[src/rtl/cmp_window_stats.sv]
// cmp_window_stats: handshaked signed/unsigned magnitude comparator that
// registers a one-hot result per accepted beat and accumulates GT/EQ/LT
// counts over a programmed window of beats, pulsing Done when it ends.
module cmp_window_stats #(
  parameter int WIDTH = 8,
  parameter int CNT_W = 16
) (
  input  logic             Clk,
  input  logic             Reset,
  input  logic             Start,
  input  logic             Signed_Mode,
  input  logic [CNT_W-1:0] Window_Len,
  input  logic             In_Valid,
  output logic             In_Ready,
  input  logic [WIDTH-1:0] A,
  input  logic [WIDTH-1:0] B,
  output logic [2:0]       R,
  output logic             R_Valid,
  output logic [CNT_W-1:0] Gt_Count,
  output logic [CNT_W-1:0] Eq_Count,
  output logic [CNT_W-1:0] Lt_Count,
  output logic             Busy,
  output logic             Done
);

  typedef enum logic [1:0] {
    IDLE = 2'd0,
    RUN  = 2'd1,
    DONE = 2'd2
  } state_t;

  state_t           state;
  state_t           next_state;
  logic [CNT_W-1:0] len_q;
  logic [CNT_W-1:0] beat_cnt;
  logic             mode_q;
  logic             accept;
  logic             last_beat;
  logic             a_gt_b;
  logic             a_eq_b;
  logic             a_lt_b;

  // Beats are only taken while a window is running; the window length is
  // never zero in RUN, so len_q - 1 cannot wrap.
  assign accept    = In_Valid && (state == RUN);
  assign last_beat = (beat_cnt == len_q - CNT_W'(1));

  assign In_Ready = (state == RUN);
  assign Busy     = (state == RUN);
  assign Done     = (state == DONE);

  // Magnitude compare of the current operands using the mode latched at Start.
  always_comb begin
    a_eq_b = (A == B);
    a_gt_b = 1'b0;
    a_lt_b = 1'b0;
    if (mode_q) begin
      a_gt_b = ($signed(A) > $signed(B));
      a_lt_b = ($signed(A) < $signed(B));
    end else begin
      a_gt_b = (A > B);
      a_lt_b = (A < B);
    end
  end

  // State register.
  always_ff @(posedge Clk) begin
    if (Reset) begin
      state <= IDLE;
    end else begin
      state <= next_state;
    end
  end

  // Next-state logic: an empty window skips straight to DONE; the final beat
  // moves to DONE on the same edge that registers its result.
  always_comb begin
    next_state = state;
    case (state)
      IDLE: begin
        if (Start) begin
          next_state = (Window_Len == '0) ? DONE : RUN;
        end
      end
      RUN: begin
        if (accept && last_beat) begin
          next_state = DONE;
        end
      end
      DONE:    next_state = IDLE;
      default: next_state = IDLE;
    endcase
  end

  // Window setup, result register and per-class counters.
  always_ff @(posedge Clk) begin
    if (Reset) begin
      len_q    <= '0;
      mode_q   <= 1'b0;
      beat_cnt <= '0;
      R        <= 3'b000;
      R_Valid  <= 1'b0;
      Gt_Count <= '0;
      Eq_Count <= '0;
      Lt_Count <= '0;
    end else begin
      R_Valid <= 1'b0;
      if ((state == IDLE) && Start) begin
        len_q    <= Window_Len;
        mode_q   <= Signed_Mode;
        beat_cnt <= '0;
        Gt_Count <= '0;
        Eq_Count <= '0;
        Lt_Count <= '0;
      end
      if (accept) begin
        R        <= {a_gt_b, a_eq_b, a_lt_b};
        R_Valid  <= 1'b1;
        beat_cnt <= beat_cnt + CNT_W'(1);
        if (a_gt_b) Gt_Count <= Gt_Count + CNT_W'(1);
        if (a_eq_b) Eq_Count <= Eq_Count + CNT_W'(1);
        if (a_lt_b) Lt_Count <= Lt_Count + CNT_W'(1);
      end
    end
  end

endmodule

[config.mk]
export PLATFORM = sky130hd
export DESIGN_NAME = cmp_window_stats
export DESIGN_NICKNAME = d
export VERILOG_FILES = /design/src/rtl/cmp_window_stats.sv
export SDC_FILE = /design/constraint.sdc
export NUM_CORES = 1
export LEC_CHECK = 0
export ABC_AREA = 1
export CAP_MARGIN = 25
export CELL_PAD_IN_SITES_DETAIL_PLACEMENT = 0
export CELL_PAD_IN_SITES_GLOBAL_PLACEMENT = 2
export CORE_MARGIN = 2
export CORE_UTILIZATION = 31
export CTS_CLUSTER_SIZE = 8
export DETAILED_ROUTE_END_ITERATION = 6
export PLACE_DENSITY = 0.93
export SYNTH_ARGS = -nofsm -noshare
export SYNTH_HDL_FRONTEND = slang
export SYNTH_SLANG_ARGS = --single-unit
[constraint.sdc]
create_clock -name Clk -period 2.9 [get_ports Clk]
set_clock_uncertainty 0.05 [all_clocks]
set_input_delay 0.725 -clock Clk [delete_from_list [all_inputs] [get_ports Clk]]
set_output_delay 0.725 -clock Clk [all_outputs]
set_load 0.03 [all_outputs]
==> impl_results.md <==
- Max-Cap Viols: 0
- Placed Cells: 1075
- Worst-Margin Slew: 599.9 ps
- Final cell count without fillers: 1090
- Minimum clock period: 2504 ps
- Drt total wl: 14010 microns
- CTS sink cnt: 87
- Setup Slack @ Placement: 10.88 ps
- Syn Area/Cell: 6.515 sq um
- Core footprint: 15890 sq um
- Syn Inst Count: 774
- TNS Setup: 0 ps
- Reg2reg start: len_q[0]
- Synth Cell Area: 5042 sq um
- Outcome: completed
- Full die area: 17300 sq um
- Setup ws final: 395.9 ps
- Layout cell share with drive strength beyond 1: 6.636%
- Gr usage total: 16.50%
- Initial drt markers: 270
- RSZ-0062 raised after global routing: false
- Max VDD drop: 0.2907 mV
- Vias/cell: 4.621
- Dpl cell area: 6269 sq um
- DRC violations left: 0
- Power Density: 458.9 nW/um^2
- YS warnings: 0
- CP Data Required Time: 3140 ps
- R2r setup slk: 920 ps
- Clk Latency, worst-skew pair: 350 ps
- Share of the synthesized area in the top cell type: 34.54%
- Crit path DAT: 2740 ps
- FFs w/ async S/R, synth: 0%
- Clock transition at path regs: 70 ps
- Grt total ovfl: 0
- Initial core utilization: 31.74%
- Number of inserted diodes: 0
- Fin. Hold Viols: 0
- CTS Buf Count: 9
- DP Wirelength: 10230 microns
- Cts repair resizes: 0
- Worst hold path depth: 2
- FMAX: 0.3993 GHz
- Worst Hold Path EP: mode_q
- Setup crit start kind: primary input
- Most common cell after layout, fill and taps aside: nand2_1
- Leakage: 2.579 nW
- Initial antenna violation count: 0
- Hold_sp: mode_q
- Worst hold path type: flop to flop
- Die height: 131.5 microns
- Ports: 92
- Routed length per instance: 12.85 microns
- Period utilization: 86.35%
- Critical Path Start: B[7]
- Hold buffers post-CTS: 0
- Layout Nets: 920
- Reg2reg path depth: 11
- Number of global-route vias before repair: 4736
- First-pass GRT wire length: 23290 microns
- Setup Fix Bufs, Post-CTS: 0
- Worst flop-to-flop path endpoint: state[0]
- Final ANT Viol Nets: 0
- EDFF count, synth: 0
- Hold_ws: 413.6 ps
- Slew Limit Fails: 0
- CTS tree: done
- Main synth FF type: dfxtp_1
- Setup CP Type: primary input to flop
- Row count: 46
- Gpl congestion: 0.7872
- Root Buffer: clkbuf_16
- Port buffer count: 91
- Tot Pwr: 3.013 mW
- Syn nets: 824
- Syn-to-layout area delta: 30.22%
- Most frequent cells in the layout: nand2_1, inv_1, nor2_1, clkdlybuf4s50_1, dfxtp_1
- Synth area leader: dfxtp_1
- Top post-synthesis cells by area: dfxtp_1, nand2_1, inv_1
- Die width: 131.5 microns
- Max-slew headroom: 59.86%
- Number of library cell types mapped by synthesis: 40
- Yosys reg bits: 87
- Final setup violation count: 0
- Vias post-DR: 5037
- Largest net degree at the start of global routing: 47
- Final Util: 41.34%
- H-tree depth: 3
- Max Root-Sink Buffers: 2
- Post-route cell area: 6566 sq um
- DRT Pass-1 Iters: 4
- Crit-path max FO: 4
- Register area share after synthesis: 34.54%
- CP endpoint kind: flop
## synthesized netlist by cell type, types with 6 or more instances
| cell type | number |
|---|---|
| clkbuf_1 | 15 |
| dfxtp_1 | 87 |
| nor2_1 | 96 |
| xor2_1 | 6 |
| inv_1 | 102 |
| a21oi_1 | 74 |
| o21ai_0 | 63 |
| nand2_1 | 175 |
| ha_1 | 13 |
| nor3_1 | 16 |
| a211oi_1 | 6 |
| nand2_2 | 7 |
| nand3_1 | 36 |
| xnor2_1 | 14 |
| nand4_1 | 11 |
| buf_2 | 6 |
## cell families (layout without fill, tap and decap cells)
group	Yosys count	count (layout)	share of synthesized area, %
and+or+nand+nor	367	367	32.18
AOI/OAI and AO/OA	157	157	16.60
buffers and inverters	130	230	9.975
DFF	87	87	34.54
xor gates and xnor gates	20	20	3.474
adders and majority gates	13	13	3.226
## power breakdown
group	internal [mW]	leakage (nW)	switching, mW	total, mW
combinational	0.208	1.73	0.324	0.532
clock	0.692	0.142	0.511	1.20
sequential	1.23	0.706	0.0435	1.28
total	2.13	2.58	0.879	3.01
## routing by layer
layer	GRT usage, %	up-vias	wire length [microns]
li1	-	2686	-
met4	4.227	0	195
met2	26.93	88	6435
met5	0	-	0
met1	21.74	2253	6779
met3	4.128	10	601
## sequential cells by signal, indices dropped and copies added (netlist names)
register	flops
R_Valid	1
state	2
mode_q	1
Lt_Count	16
R	3
len_q	16
Gt_Count	16
Eq_Count	16
beat_cnt	16
## worst max path at each step
stage | endpoint | slack, ps | cells after the start
after CTS | Eq_Count[14] | 390 | 16
final | Eq_Count[14] | 400 | 16
after global routing | Lt_Count[4] | 100 | 15
after global placement | Gt_Count[14] | 40 | 14
after detailed placement | Lt_Count[15] | 10 | 14
after floorplan | Eq_Count[14] | 630 | 14
## area by class of cell
class | count | area, sq um
fillers | 1732 | 9319
multi-input cells | 557 | 2800
repair buffers | 109 | 1059
flip-flops and latches | 87 | 1742
well taps | 216 | 270.3
clock buffers | 11 | 242.7
inverters | 106 | 397.9
clock inverters | 4 | 55.05
## worst max-delay path, cell delays in order
cell,delay [ps]
clkdlybuf4s50_1,460
inv_1,40
ha_1,300
nand2_1,70
nor2_1,140
buf_4,130
nand2_2,80
nor2_8,110
inv_2,60
nor2_4,80
nand2_2,90
nor2_4,100
nand2_2,80
nor2_1,90
a21oi_1,60
nor3_2,120
Note: power is estimated with default switching activity, not from simulation.
